**src/rtl/chrono_pkg.sv**
```systemverilog
// Shared definitions for the stopwatch controller: FSM encoding, field widths, default limits.
// Latency: n/a (types and constants only).
// Backpressure: n/a.
package chrono_pkg;

   // Widths of the displayed fields; these are fixed by the display interface.
   localparam int CS_W  = 7;
   localparam int SEC_W = 6;
   localparam int MIN_W = 6;

   // Default roll-over points: 99 cs, 59 s, 59 min (minutes saturate).
   localparam int CS_MAX_DEF  = 99;
   localparam int SEC_MAX_DEF = 59;
   localparam int MIN_MAX_DEF = 59;

   typedef enum logic [1:0] {
      ST_IDLE  = 2'd0,
      ST_RUN   = 2'd1,
      ST_PAUSE = 2'd2,
      ST_LAP   = 2'd3
   } state_t;

   // One elapsed-time value as shown on the display.
   typedef struct packed {
      logic [MIN_W-1:0] min;
      logic [SEC_W-1:0] sec;
      logic [CS_W-1:0]  cs;
   } tstamp_t;

   // The live counter advances only in these states.
   function automatic logic is_running(input state_t s);
      return (s == ST_RUN) || (s == ST_LAP);
   endfunction

endpackage

```
**src/rtl/mod_counter.sv**
```systemverilog
// Modulo-(MAX+1) counter stage with enable, freeze, sync clear and carry-out for cascading.
// Latency: count changes on the edge where en=1; carry and nxt are combinational.
// Backpressure: none; frz holds the count even when en=1.
//
// Ports:
//   clk_in, rst_n : clock, asynchronous active-low reset
//   clr           : synchronous clear to zero (wins over en)
//   en            : advance by one this edge (wraps MAX -> 0)
//   frz           : hold the count regardless of en (saturation of the whole cascade)
//   cnt           : current count
//   nxt           : value the count takes on the coming edge
//   carry         : en while at MAX, i.e. the enable for the next stage
module mod_counter #(
   parameter int W   = 7,
   parameter int MAX = 99
) (
   input  logic         clk_in,
   input  logic         rst_n,
   input  logic         clr,
   input  logic         en,
   input  logic         frz,
   output logic [W-1:0] cnt,
   output logic [W-1:0] nxt,
   output logic         carry
);

   localparam logic [W-1:0] MAX_V = W'(MAX);

   logic [W-1:0] cnt_q;
   logic [W-1:0] cnt_d;
   logic         at_max;

   assign at_max = (cnt_q == MAX_V);

   // Carry ignores frz on purpose: the top stage's carry is what detects
   // the saturating tick, and that detection drives frz.
   assign carry = en & at_max;

   always_comb begin
      cnt_d = cnt_q;
      if (clr) begin
         cnt_d = '0;
      end else if (en && !frz) begin
         cnt_d = at_max ? '0 : cnt_q + W'(1);
      end
   end

   always_ff @(posedge clk_in or negedge rst_n) begin
      if (!rst_n) begin
         cnt_q <= '0;
      end else begin
         cnt_q <= cnt_d;
      end
   end

   assign cnt = cnt_q;
   assign nxt = cnt_d;

endmodule

```
**src/rtl/chrono_ctrl.sv**
```systemverilog
// Stopwatch controller: IDLE/RUN/PAUSE/LAP FSM, cascaded mm:ss.cc counter, lap snapshot, display regs.
// Latency: 1 cycle from tick/button to registered outputs.
// Backpressure: none; every tick and button pulse is consumed on the cycle it arrives.
//
// Ports:
//   clk_in, rst_n              : clock, asynchronous active-low reset
//   tick                       : 1/100 s pulse from the external divider
//   btn_ss, btn_lap, btn_clr   : debounced one-cycle button pulses (clr > ss > lap)
//   disp_cs, disp_sec, disp_min: registered display (snapshot in LAP, live otherwise)
//   running, lap_hold, ovf     : registered status (RUN|LAP, LAP, sticky saturation)
module chrono_ctrl
   import chrono_pkg::*;
#(
   parameter int CS_MAX  = CS_MAX_DEF,
   parameter int SEC_MAX = SEC_MAX_DEF,
   parameter int MIN_MAX = MIN_MAX_DEF
) (
   input  logic             clk_in,
   input  logic             rst_n,
   input  logic             tick,
   input  logic             btn_ss,
   input  logic             btn_lap,
   input  logic             btn_clr,
   output logic [CS_W-1:0]  disp_cs,
   output logic [SEC_W-1:0] disp_sec,
   output logic [MIN_W-1:0] disp_min,
   output logic             running,
   output logic             lap_hold,
   output logic             ovf
);

   state_t state_q, state_d;

   tstamp_t snap_q, snap_d;
   tstamp_t disp_q, disp_d;
   logic    running_q, running_d;
   logic    lap_hold_q, lap_hold_d;
   logic    ovf_q, ovf_d;

   tstamp_t live_q;
   tstamp_t live_nxt;

   logic             run_tick;
   logic             ovf_hit;
   logic             clr_hit;
   logic             cs_carry, sec_carry, min_carry;
   logic [CS_W-1:0]  cs_cnt, cs_nxt;
   logic [SEC_W-1:0] sec_cnt, sec_nxt;
   logic [MIN_W-1:0] min_cnt, min_nxt;

   // Ticks count according to the state held before the edge, so a tick
   // arriving with btn_ss in RUN is counted and one in IDLE/PAUSE is not.
   assign run_tick = tick & is_running(state_q);

   // A carry out of the minutes stage means the counter is at its ceiling:
   // freeze all three stages instead of wrapping.
   assign ovf_hit = min_carry;

   mod_counter #(.W(CS_W), .MAX(CS_MAX)) u_cs (
      .clk_in (clk_in),
      .rst_n  (rst_n),
      .clr    (clr_hit),
      .en     (run_tick),
      .frz    (ovf_hit),
      .cnt    (cs_cnt),
      .nxt    (cs_nxt),
      .carry  (cs_carry)
   );

   mod_counter #(.W(SEC_W), .MAX(SEC_MAX)) u_sec (
      .clk_in (clk_in),
      .rst_n  (rst_n),
      .clr    (clr_hit),
      .en     (cs_carry),
      .frz    (ovf_hit),
      .cnt    (sec_cnt),
      .nxt    (sec_nxt),
      .carry  (sec_carry)
   );

   mod_counter #(.W(MIN_W), .MAX(MIN_MAX)) u_min (
      .clk_in (clk_in),
      .rst_n  (rst_n),
      .clr    (clr_hit),
      .en     (sec_carry),
      .frz    (ovf_hit),
      .cnt    (min_cnt),
      .nxt    (min_nxt),
      .carry  (min_carry)
   );

   always_comb begin
      live_q   = '{min: min_cnt, sec: sec_cnt, cs: cs_cnt};
      live_nxt = '{min: min_nxt, sec: sec_nxt, cs: cs_nxt};
   end

   // Next-state logic. btn_clr is only meaningful in IDLE/PAUSE; in RUN/LAP
   // it is treated as absent.
   always_comb begin
      state_d = state_q;
      clr_hit = 1'b0;
      case (state_q)
         ST_IDLE: begin
            if (btn_clr) begin
               clr_hit = 1'b1;
            end else if (btn_ss) begin
               state_d = ST_RUN;
            end
         end
         ST_RUN: begin
            if (btn_ss) begin
               state_d = ST_PAUSE;
            end else if (btn_lap) begin
               state_d = ST_LAP;
            end
         end
         ST_PAUSE: begin
            if (btn_clr) begin
               clr_hit = 1'b1;
               state_d = ST_IDLE;
            end else if (btn_ss) begin
               state_d = ST_RUN;
            end
         end
         ST_LAP: begin
            if (btn_ss) begin
               state_d = ST_PAUSE;
            end else if (btn_lap) begin
               state_d = ST_RUN;
            end
         end
         default: begin
            state_d = ST_IDLE;
         end
      endcase
      // Saturation overrides any button: the watch stops where it is.
      if (ovf_hit) begin
         state_d = ST_PAUSE;
      end
   end

   // Snapshot, status and display registers. The display is loaded from the
   // values the counter/FSM take on this edge, so outputs never lag the state.
   always_comb begin
      snap_d = snap_q;
      // Entering LAP captures the pre-edge count, i.e. without a same-edge tick.
      if ((state_q == ST_RUN) && (state_d == ST_LAP)) begin
         snap_d = live_q;
      end

      ovf_d = ovf_q | ovf_hit;
      if (clr_hit) begin
         ovf_d = 1'b0;
      end

      running_d  = is_running(state_d);
      lap_hold_d = (state_d == ST_LAP);
      disp_d     = lap_hold_d ? snap_d : live_nxt;
   end

   always_ff @(posedge clk_in or negedge rst_n) begin
      if (!rst_n) begin
         state_q    <= ST_IDLE;
         snap_q     <= '0;
         disp_q     <= '0;
         running_q  <= 1'b0;
         lap_hold_q <= 1'b0;
         ovf_q      <= 1'b0;
      end else begin
         state_q    <= state_d;
         snap_q     <= snap_d;
         disp_q     <= disp_d;
         running_q  <= running_d;
         lap_hold_q <= lap_hold_d;
         ovf_q      <= ovf_d;
      end
   end

   assign disp_cs  = disp_q.cs;
   assign disp_sec = disp_q.sec;
   assign disp_min = disp_q.min;
   assign running  = running_q;
   assign lap_hold = lap_hold_q;
   assign ovf      = ovf_q;

endmodule

```
**config.mk**
```make
export PLATFORM = sky130hd
export DESIGN_NAME = chrono_ctrl
export DESIGN_NICKNAME = d
export VERILOG_FILES = /design/src/rtl/chrono_pkg.sv /design/src/rtl/mod_counter.sv /design/src/rtl/chrono_ctrl.sv
export SDC_FILE = /design/constraint.sdc
export NUM_CORES = 1
export LEC_CHECK = 0
export CAP_MARGIN = 40
export CORE_MARGIN = 1
export CORE_UTILIZATION = 50
export CTS_BUF_LIST = sky130_fd_sc_hd__clkbuf_16
export CTS_CLUSTER_DIAMETER = 100
export DETAILED_ROUTE_END_ITERATION = 8
export PLACE_DENSITY = 0.69
export SLEW_MARGIN = 10
export SYNTH_ARGS = -nofsm -noshare
export SYNTH_HDL_FRONTEND = slang
export SYNTH_SLANG_ARGS = --single-unit
export TNS_END_PERCENT = 20
```
**constraint.sdc**
```tcl
create_clock -name clk_in -period 2.4 [get_ports clk_in]
set_input_delay 0.48 -clock clk_in [delete_from_list [all_inputs] [get_ports clk_in]]
set_output_delay 0.48 -clock clk_in [all_outputs]
set_load 0.05 [all_outputs]
```
# Yosys cells after proc, flatten, opt, wreduce, memory -nomap -nowiden
# Cells that the tools add are included.
[word_totals]
reg_bits = 62
latchBits = 0
mem_bits_rw = 0
rom_bits = 0
in_bits = 6
output_inout_bits = 22
word_cells = 61
memories = 0
[op_classes]
n_addsub = 3
multipliers = 0
div = 0
order_cmp = 0
n_eq_ne = 8
shift = 0
mux = 23
n_bitwise = 5
reduce_logical = 9
[op_table]
columns = ["cell", "n"]
rows = [
  ["19-bit two-way mux", 2],
  ["6-bit two-way mux", 6],
  ["7-bit two-way mux", 3],
  ["2-bit two-way mux", 8],
  ["6-bit by 1-bit adder with 6-bit output, second input constant", 2],
  ["6-bit == test, second input constant", 2],
  ["2-bit case mux with 4 select lines", 1],
  ["7-bit by 1-bit adder with 7-bit output, second input constant", 1],
  ["7-bit == test, second input constant", 1],
  ["2-bit == test, second input constant", 3],
  ["1-bit bitwise AND", 4],
  ["2-bit by 1-bit == test with 1-bit output, second input constant", 2],
  ["1-bit logical AND", 4],
  ["1-bit two-way mux", 3],
  ["2-bit zero test", 1],
  ["1-bit logical OR", 2],
  ["2-bit OR reduction", 1],
  ["1-bit zero test", 1],
  ["1-bit bitwise OR", 1],
]

# Logic depth before layout (Yosys ltp)
[depth]
ltp_word = 11
depth_mapped = 10
ltp_nobuf = 7

# By module
# From an unflattened synthesis, not the netlist that was laid out.
[hier_totals]
hier_cells = 294
area_unflattened_um2 = 3061.7
[by_module_without_submodules]
columns = ["mod", "n_inst", "cells_each", "area_each_um2", "seq_area_each_um2"]
rows = [
  ["chrono_ctrl", 1, 172, 1970.6, 1051.0],
  ["mod_counter (u_min ...)", 2, 38, 339.1, 150.1],
  ["mod_counter (u_cs)", 1, 46, 412.9, 175.2],
]

# Least setup slack after synthesis
# No wires, ideal clock.
[synth_path]
path_kind = "register to register"
start = "register state_q[0]"
end = "register snap_q[10] in the netlist's numbering"
setup_time_ns = 0.125
arrival_ns = 2.093
t_required_ns = 2.275
path_slack_ns = 0.182
stages_incl_launch_ff = 10
n_path_buf = 4
period_less_slack_ns = 2.218
cell_sequence = "dfrtp_1 > buf_2 > and4b_1 > and2_1 > buf_6 > a31oi_4 > nor2b_4 > buf_6 > buf_12 > mux2_4"
[synth_lines]
columns = ["element", "line", "rtl"]
rows = [
  ["from (decl)", "chrono_ctrl.sv:32", "state_t state_q, state_d;"],
  ["from (signal assigned)", "chrono_ctrl.sv:170", "state_q <= state_d;"],
  ["to (signal assigned)", "chrono_ctrl.sv:171", "snap_q <= snap_d;"],
  ["to (decl)", "chrono_ctrl.sv:34", "tstamp_t snap_q, snap_d;"],
]

==> metrics.cfg <==
[outcome]
status = finished clean

[cts]
clock_sinks = 61
cts-root-buf = clkbuf_16
holdBufCountCts = 0
numCtsBuffers = 9
clock_latency_ns = 0.32
post_cts_buffers = 0
cts.repair.resized = 0
htreeDepth = 3
clock_path_buffers = 2
cts_tree = yes
clkSlewWorstSetupHoldPaths_ns = 0.05

[die]
dieArea_um2 = 6397
rows = 28
die_height_um = 79.98
fp.dieW_um = 79.98
core_area_um2 = 5886
initial_utilization_pct = 51.66
io-pin-count = 28

[finish]
layout-drive-gt1-share_pct = 19.09
syn_to_final_growth_pct = 22.22
final_util_pct = 63.14
multi_input_area_um2 = 1359
antenna_cells = 0
regArea_um2 = 1526
filler_cell_count = 491
final_area_um2 = 3716
finalNonFillerCells = 405
nNetsFinal = 334

[detailed_routing]
via_count = 2220
drc = 0
drt_first_iter_violations = 153
via_per_inst = 5.481
antenna_left = 0
post_drt_wl_per_cell_um = 15.62
dr.pass1.iters = 4
drt-total-wl_um = 6326

[logic_synthesis]
synth_area_um2 = 3040
yosys_warnings = 0
synth_area_leaders = dfrtp_1 (50%), mux2_4 (6.9%), nand2_1 (4.1%)
synth_edf_count = 0
ys_types = 50
syn_area_per_cell_um2 = 10.82
ys_ff_latch = 61
syn_nets = 290
post-synth-top-count-cell = dfrtp_1
ys.flop_type = dfrtp_1
yosysTopAreaCellShare_pct = 50.21
async_flop_share_pct = 100.0
synth_cells = 281
synth_top_area_cell = dfrtp_1
synth_commonest_cells = dfrtp_1 (61), nand2_1 (33), o21ai_0 (18)
ys_seq_area_share_pct = 50.21

[global_route]
use_met3_pct = 4.000
grt_pass1_vias = 2160
busiest_layer = met2
use_met1_pct = 32.37
grt_pass1_wl_um = 10820
grt_overflow = 0
antenna_found_initial = 0
grt_max_degree = 62
grt_use_met2_pct = 33.25
grt_use_total_pct = 22.79

[power]
ir_drop_mv = 0.4759
pwr_density_cell_nw_per_um2 = 665.7
power_leakage_uw = 0.001680

[sta]
slew-limit-headroom_pct = 59.04
worstMarginPinSlew_ns = 0.6080
worst_slack_ns = 0.1658
rsz0062_at_grt = false
maxSlewViolCount = 0
hold_slack_ns = 0.1679
finClkSkew_ns = 0.005777
hold_viol = 0
max_freq_ghz = 0.4476
period_share_pct = 93.09
min_period_ns = 2.234
setup_viol = 0

[worst_setup_path]
crit_type = reg2reg
rr_worst_depth = 9
critical_path_arrival_ns = 2.48
crit_required_ns = 2.64
endpoint_kind = register
cp-start-kind = register
crit_fanout = 8

[placement]
numPortBuffers = 27
post-place-cells = 389
pre_cts_ws_ns = -0.06177
hpwlAfterDp_um = 4387
place_area_um2 = 3457
gp_congestion = 0.8420

[flow_run]
maxCapViolations = 0

[min_path]
hp-class = in2async

==> layer usage <==
| metal | part of all wire [%] | vias to the layer above |
|---|---|---|
| li1 | - | 1081 |
| met1 | 49 | 1070 |
| met2 | 46 | 59 |
| met3 | 3.4 | 10 |
| met4 | 1.6 | 0 |
| met5 | 0 | - |
==> final timing paths <==
| path | startpoint | to | slack [ns] |
|---|---|---|---|
| min reg2reg | snap_q[11] | disp_sec[4] | 0.50 |
| min in group clk_in | snap_q[11] | disp_sec[4] | 0.50 |
| max reg2reg | u_min.cnt[0] | disp_sec[3] | 0.17 |
| min | rst_n | u_cs.cnt[6] | 0.17 |
| max in group asynchronous | rst_n | disp_min[1] | 1.98 |
| max | u_min.cnt[0] | disp_sec[3] | 0.17 |
==> per-stage QoR <==
stage          total power, uW  TNS (ns)
2_1_floorplan             1288         0
3_3_place_gp              1380  -0.01835
3_5_place_dp              1386   -0.5524
4_1_cts                   2501         0
5_1_grt                   2573         0
6_report                  2474         0
==> cell type report <==
| type | count | area share (%) |
|---|---|---|
| tap | 75 | 2.525 |
| timing repair buffer | 48 | 12.05 |
| inverter | 8 | 0.8081 |
| sequential | 61 | 41.08 |
| clock buffer | 9 | 6.061 |
| multi-input combinational | 197 | 36.57 |
| clock inverter | 7 | 0.9091 |
==> sequential cells by signal, indices dropped and copies added (netlist names) <==
signal / cells
u_min.cnt: 6
disp_min: 6
disp_sec: 6
disp_cs: 7
u_sec.cnt: 6
state_q: 2
ovf: 1
snap_q: 19
lap_hold: 1
u_cs.cnt: 7
==> layout by cell type (no fill, tap or decap), types with 3 or more instances in the layout <==
cell type	instances
inv_1	9
mux2_2	4
o21a_1	8
clkbuf_16	9
clkinv_2	3
o211ai_1	6
dfrtp_1	61
mux2i_1	7
nand2_1	33
nor2_1	17
a21oi_1	13
and3_1	3
nand4_1	4
ha_1	3
mux2_4	14
xnor2_1	10
o21ai_0	18
nand3_1	8
o21ai_1	4
clkdlybuf4s50_1	26
nor2b_1	5
buf_4	19
and4_1	3
nor3_1	8
==> critical path, stage by stage (launching register included) <==
cell and delay, ns:
dfrtp_1 0.44, ha_1 0.22, and2_1 0.20, and4_1 0.30, buf_4 0.20, nand4_2 0.26, o21ai_1 0.17, buf_4 0.16
a21oi_1 0.07, o21ai_1 0.15
==> where the power goes <==
| group | internal, uW | switching [uW] | leakage [uW] | total (uW) |
|---|---|---|---|---|
| clock network | 679 | 425 | 0.000131 | 1100 |
| logic | 107 | 162 | 0.000704 | 269 |
| registers | 1070 | 29.1 | 0.000844 | 1100 |
==> cell families (layout without fill, tap and decap cells) <==
logic type	Yosys count	in the layout	synth area share, %
AOI/OAI and AO/OA	59	59	12.43
buffers and inverters	23	72	5.103
muxes	25	25	10.70
DFF	61	61	50.21
adders and majority gates	3	3	1.235
xor gates and xnor gates	10	10	2.881
and+or+nand+nor	100	100	17.45
No activity file was read; power rests on OpenSTA's default activity.
